**config.mk**
```make
export PLATFORM = sky130hd
export DESIGN_NAME = uart_tx_arbiter
export DESIGN_NICKNAME = d
export VERILOG_FILES = /design/src/rtl/uart_tx_arbiter_pkg.sv /design/src/rtl/uart_tx_arbiter_rr_pick.sv /design/src/rtl/uart_tx_arbiter.sv
export SDC_FILE = /design/constraint.sdc
export NUM_CORES = 1
export LEC_CHECK = 0
export CAP_MARGIN = 10
export CORE_UTILIZATION = 35
export CTS_CLUSTER_DIAMETER = 60
export DETAILED_ROUTE_END_ITERATION = 16
export SYNTH_ARGS = -nofsm -noshare
export SYNTH_HDL_FRONTEND = slang
export SYNTH_SLANG_ARGS = --single-unit
```
**constraint.sdc**
```tcl
create_clock -name clk -period 2.4 [get_ports clk]
set_input_delay 0.24 -clock clk [delete_from_list [all_inputs] [get_ports clk]]
set_output_delay 0.24 -clock clk [all_outputs]
set_load 0.01 [all_outputs]
```
**src/rtl/uart_tx_arbiter_pkg.sv**
```systemverilog
// ============================================================================
// uart_arb_pkg : shared state encoding and mode constants for UART arbiters
// Revision 1.0 - initial release
// ============================================================================
`default_nettype none

package uart_arb_pkg;

   typedef enum logic [1:0] {
      ST_IDLE  = 2'd0,
      ST_OWN   = 2'd1,
      ST_DRAIN = 2'd2
   } arb_state_t;

   localparam logic c_MODE_FIXED = 1'b0;
   localparam logic c_MODE_RR    = 1'b1;

   // Index width that stays legal for a single-client build.
   function automatic int idx_width(input int n);
      return (n > 1) ? $clog2(n) : 1;
   endfunction

endpackage

`default_nettype wire

```
**src/rtl/uart_tx_arbiter_rr_pick.sv**
```systemverilog
// ============================================================================
// rr_pick : combinational fixed-priority / round-robin request picker
// Revision 1.0 - initial release
// ============================================================================
`default_nettype none

module rr_pick
   import uart_arb_pkg::*;
#(
   parameter int NUM_CLIENTS = 2,
   parameter int IDX_W       = idx_width(NUM_CLIENTS)
) (
   input  logic [NUM_CLIENTS-1:0] i_req,
   input  logic [IDX_W-1:0]       i_start,
   input  logic                   i_mode,
   output logic [NUM_CLIENTS-1:0] o_onehot,
   output logic [IDX_W-1:0]       o_idx,
   output logic                   o_valid
);

   int w_pos;

   // Round-robin scans from the slot after i_start; fixed mode scans from 0.
   always_comb begin
      o_onehot = '0;
      o_idx    = '0;
      o_valid  = 1'b0;
      w_pos    = 0;
      for (int k = 0; k < NUM_CLIENTS; k++) begin
         if (i_mode == c_MODE_RR) begin
            w_pos = (int'(i_start) + 1 + k) % NUM_CLIENTS;
         end else begin
            w_pos = k;
         end
         if (!o_valid && i_req[w_pos[IDX_W-1:0]]) begin
            o_valid = 1'b1;
            o_idx   = w_pos[IDX_W-1:0];
         end
      end
      if (o_valid) begin
         o_onehot[o_idx] = 1'b1;
      end
   end

endmodule

`default_nettype wire

```
**src/rtl/uart_tx_arbiter.sv**
```systemverilog
// ============================================================================
// uart_tx_arbiter : message-locked arbiter sharing one uart_tx among clients
// Revision 1.0 - initial release
// ============================================================================
`default_nettype none

module uart_tx_arbiter
   import uart_arb_pkg::*;
#(
   parameter int NUM_CLIENTS = 2,
   parameter int DATA_WIDTH  = 8,
   parameter int RR_MODE     = 1,
   parameter int HOLD_LIMIT  = 0
) (
   input  logic                              clk,
   input  logic                              reset,
   input  logic [NUM_CLIENTS-1:0]            cli_req,
   input  logic [NUM_CLIENTS-1:0]            cli_wr,
   input  logic [NUM_CLIENTS*DATA_WIDTH-1:0] cli_din,
   output logic [NUM_CLIENTS-1:0]            cli_ready,
   output logic [NUM_CLIENTS-1:0]            grant,
   output logic                              uart_wr,
   output logic [DATA_WIDTH-1:0]             uart_din,
   input  logic                              uart_ready,
   output logic                              busy
);

   localparam int c_idx_w = idx_width(NUM_CLIENTS);
   localparam int c_cnt_w = (HOLD_LIMIT > 0) ? $clog2(HOLD_LIMIT + 1) : 1;
   localparam logic [c_cnt_w-1:0] c_limit     = c_cnt_w'(HOLD_LIMIT);
   localparam logic [c_idx_w-1:0] c_last_init = c_idx_w'(NUM_CLIENTS - 1);
   localparam logic               c_mode      = (RR_MODE != 0) ? c_MODE_RR : c_MODE_FIXED;

   arb_state_t              r_state;
   arb_state_t              w_state_nxt;
   logic [NUM_CLIENTS-1:0]  r_grant;
   logic [NUM_CLIENTS-1:0]  w_grant_nxt;
   logic [c_idx_w-1:0]      r_owner_idx;
   logic [c_idx_w-1:0]      w_owner_nxt;
   logic [c_idx_w-1:0]      r_last_owner;
   logic [c_idx_w-1:0]      w_last_nxt;
   logic                    w_new_grant;

   logic                    r_buf_valid;
   logic [DATA_WIDTH-1:0]   r_buf_data;
   logic [DATA_WIDTH-1:0]   r_din_hold;
   logic                    r_issued_last;
   logic [c_cnt_w-1:0]      r_count;

   logic [NUM_CLIENTS-1:0]  w_win_onehot;
   logic [c_idx_w-1:0]      w_win_idx;
   logic                    w_win_valid;
   logic                    w_quota_hit;
   logic                    w_owner_req;
   logic [DATA_WIDTH-1:0]   w_owner_din;
   logic                    w_accept;
   logic                    w_issue;

   rr_pick #(
      .NUM_CLIENTS (NUM_CLIENTS),
      .IDX_W       (c_idx_w)
   ) u_pick (
      .i_req    (cli_req),
      .i_start  (r_last_owner),
      .i_mode   (c_mode),
      .o_onehot (w_win_onehot),
      .o_idx    (w_win_idx),
      .o_valid  (w_win_valid)
   );

   assign w_quota_hit = (HOLD_LIMIT != 0) && (r_count == c_limit);
   assign w_owner_req = cli_req[r_owner_idx];
   assign w_owner_din = cli_din[r_owner_idx*DATA_WIDTH +: DATA_WIDTH];

   assign cli_ready = (r_state == ST_OWN && !r_buf_valid && !w_quota_hit) ? r_grant : '0;
   assign w_accept  = |(cli_wr & cli_ready);
   // issued_last masks the cycle where uart_tx may not yet have dropped ready.
   assign w_issue   = r_buf_valid & uart_ready & ~r_issued_last;

   assign grant    = r_grant;
   assign uart_wr  = w_issue;
   assign uart_din = w_issue ? r_buf_data : r_din_hold;
   assign busy     = (|r_grant) | r_buf_valid;

   always_ff @(posedge clk or negedge reset) begin
      if (!reset) begin
         r_state      <= ST_IDLE;
         r_grant      <= '0;
         r_owner_idx  <= '0;
         r_last_owner <= c_last_init;
      end else begin
         r_state      <= w_state_nxt;
         r_grant      <= w_grant_nxt;
         r_owner_idx  <= w_owner_nxt;
         r_last_owner <= w_last_nxt;
      end
   end

   always_comb begin
      w_state_nxt = r_state;
      w_grant_nxt = r_grant;
      w_owner_nxt = r_owner_idx;
      w_last_nxt  = r_last_owner;
      w_new_grant = 1'b0;
      case (r_state)
         ST_IDLE: begin
            if (w_win_valid) begin
               w_grant_nxt = w_win_onehot;
               w_owner_nxt = w_win_idx;
               w_new_grant = 1'b1;
               w_state_nxt = ST_OWN;
            end
         end
         ST_OWN: begin
            if (!w_owner_req || w_quota_hit) begin
               w_state_nxt = ST_DRAIN;
            end
         end
         ST_DRAIN: begin
            if (!r_buf_valid && !w_issue) begin
               w_grant_nxt = '0;
               w_last_nxt  = r_owner_idx;
               w_state_nxt = ST_IDLE;
            end
         end
         default: begin
            w_grant_nxt = '0;
            w_state_nxt = ST_IDLE;
         end
      endcase
   end

   always_ff @(posedge clk or negedge reset) begin
      if (!reset) begin
         r_buf_valid   <= 1'b0;
         r_buf_data    <= '0;
         r_din_hold    <= '0;
         r_issued_last <= 1'b0;
         r_count       <= '0;
      end else begin
         r_issued_last <= w_issue;
         if (w_accept) begin
            r_buf_valid <= 1'b1;
            r_buf_data  <= w_owner_din;
         end else if (w_issue) begin
            r_buf_valid <= 1'b0;
         end
         if (w_issue) begin
            r_din_hold <= r_buf_data;
         end
         if (w_new_grant) begin
            r_count <= '0;
         end else if (w_accept) begin
            r_count <= r_count + 1'b1;
         end
      end
   end

endmodule

`default_nettype wire

```
==> impl_metrics.toml <==
[run_status]
status = "finished with violations"
violations = "DRC"

[cts]
clkTransAtPathRegs_ps = 130
root_buffer = "clkbuf_4"
post_cts_resized = 0
cts_made_buffers = 3
post_cts_buffers = 0
hold_buffers = 0
cts_tree = "built"
insertion_delay_ps = 310
clockBufferDepth = 2
clock-sinks = 24
cts_max_level = 1

[placement]
postPlaceCellArea_um2 = 1480
gp_congestion = 0.737
portBuffers = 36
dp_hpwl_mm = 1.47

[pwr]
power.leakage_nw = 0.667
p_total_mw = 1.84
peakVddDrop_v = 0.000558
powerDensity_nw_per_um2 = 1200

[finish]
n_antenna_cell = 0
drive_above_1_share_pct = 31.4
area_delta_synth_final_pct = 40.8
final_util_pct = 53.9
layout_common_cells = "clkdlybuf4s50_1 (36), mux2_2 (25), dfrtp_1 (23), clkbuf_4 (3)"
nets = 142
stdcell_area_um2 = 1540
final_common_cell = "clkdlybuf4s50_1"

[floorplanning]
core_um2 = 2850
pin_count = 37
initial_core_util_pct = 38.2
row_count = 19
die_x_um = 57.8
die_h_um = 57.8
die_area_um2 = 3340

[hold_path]
hold_class = "input pin to async pin"

[global_routing]
grt_antenna_before_repair = 0
grt_pass1_wl_mm = 3.48
grt.overflow.total = 0
first_global_vias = 811
grt_usage_pct = 13.7
grt_max_degree = 25

[sta]
tightest_slew_ps = 547
finalSetupViolCount = 0
skew_ps = 6.28
drv_slew = 0
timing.fmax_ghz = 0.458
final_hold_viol_count = 0
hold_slack_ps = 272
tns_ps = 0
maxSlewHeadroom_pct = 63.5
rsz0062_at_grt = "false"
fin_crit_ps = 2180
fin_crit_sh_pct = 90.9

[setup_path]
cp-end-kind = "primary output"
worstSetupPathType = "flop to primary output"
cp.arrival_ps = 1940
start_kind = "flop"
worstPathRequired_ps = 2160
path_max_fanout = 10

[logic_synthesis]
synth_area_leader_cell = "dfrtp_1"
synth.distinct_cells = 25
synthMuxAreaShare_pct = 26.7
synth_seq_cells = 24
async_flop_share_pct = 100
syn_nets = 102
ys_warn_count = 0
synthAdderAreaFrac_pct = 0
synth-compound-area-share_pct = 7.57
syn_area_um2 = 1090
synth_flop_cell = "dfrtp_1"
synthSimpleGateAreaFrac_pct = 7.91
avgSynthCellArea_um2 = 13.8
synth_top_family_by_area = "multiplexers"
synth_xor_area_share_pct = 0
yosysSeqAreaShare_pct = 55.2
synth_edf_count = 0
synth_cells = 79
synthTopCellsByArea = "dfrtp_1 (53%), mux2_2 (26%), dfstp_2 (2.4%)"
synth_top_cell_area_share_pct = 52.8

[routing]
antenna_left = 0
dr.pass1.iters = 10
wl_per_cell_um = 13.7
vias_per_cell = 5.09
drc_errors = 4
drt_wl_total_mm = 2.04
drt_iter0_drc = 14
dr_total_vias = 759

[run]
maxCapViolations = 0
==> critical path, stage by stage (launching register included) <==
cell	delay, ps
dfrtp_1	480
nand3b_1	120
buf_4	190
mux2_2	370
clkdlybuf4s50_1	480
==> cell type report <==
cell class,count,area [µm²]
Clock buffer,3,22.5
Clock inverter,1,30.0
Fill cell,273,1320
Inverter,2,7.51
Multi-Input combinational cell,50,460
Sequential cell,24,602
Tap cell,31,38.8
Timing Repair Buffer,38,375
==> logic make-up (layout without fill, tap and decap cells) <==
| family | Yosys count | after routing |
|---|---|---|
| flops | 24 | 24 |
| simple gates | 13 | 13 |
| mux | 26 | 26 |
| compound gates | 11 | 11 |
| buf+inv | 5 | 44 |
==> power breakdown <==
| group | internal (mW) | switching (mW) | leakage (nW) |
|---|---|---|---|
| clock network | 0.169 | 0.120 | 0.0279 |
| registers | 0.604 | 0.154 | 0.291 |
| logic | 0.524 | 0.271 | 0.348 |
| total | 1.30 | 0.545 | 0.667 |
==> path summary, 6_finish.rpt <==
check	start	depth (start not counted)	to	slack, ps
max	r_buf_valid$_DFFE_PN0P_	4	uart_din[3]	220
min	reset	2	r_state[0]$_DFFE_PN0P_	270
max reg2reg	r_state[0]$_DFFE_PN0P_	3	r_buf_data[7]$_DFFE_PN0P_	770
min reg2reg	r_din_hold[2]$_DFF_PN0_	1	r_din_hold[2]$_DFF_PN0_	510
max in group asynchronous	reset	2	r_last_owner$_DFFE_PN1P_	1840
min in group clk	r_din_hold[2]$_DFF_PN0_	1	r_din_hold[2]$_DFF_PN0_	510
==> sequential cells by signal (all words and copies together) (netlist names) <==
name	cells
r_buf_data	8
r_din_hold	8
grant	2
r_state	2
r_buf_valid	1
r_issued_last	1
r_last_owner	1
r_owner_idx	1
==> routing by layer <==
metal | up-vias | wire [µm] | GRT usage (%)
met5 | - | 0 | 0
met4 | 0 | 19 | 5.10
met3 | 2 | 153 | 3.13
met2 | 27 | 917 | 22.7
met1 | 370 | 945 | 17.6
li1 | 360 | - | -
==> Yosys cell counts (2+ instances only) <==
library cell	number
o21ai_0	2
inv_1	2
nand2_1	2
buf_2	2
a21oi_1	2
mux2_2	25
nand3b_1	2
nor2_1	2
and2_2	2
dfrtp_1	23
==> stage by stage <==
stage | setup slack (ps) | std cells
after floorplan | 1080 | 79
after global placement | 396 | 145
after detailed placement | 407 | 145
after CTS | 195 | 149
after global routing | 117 | 149
final | 218 | 149
Note: power is estimated with default switching activity, not from simulation.
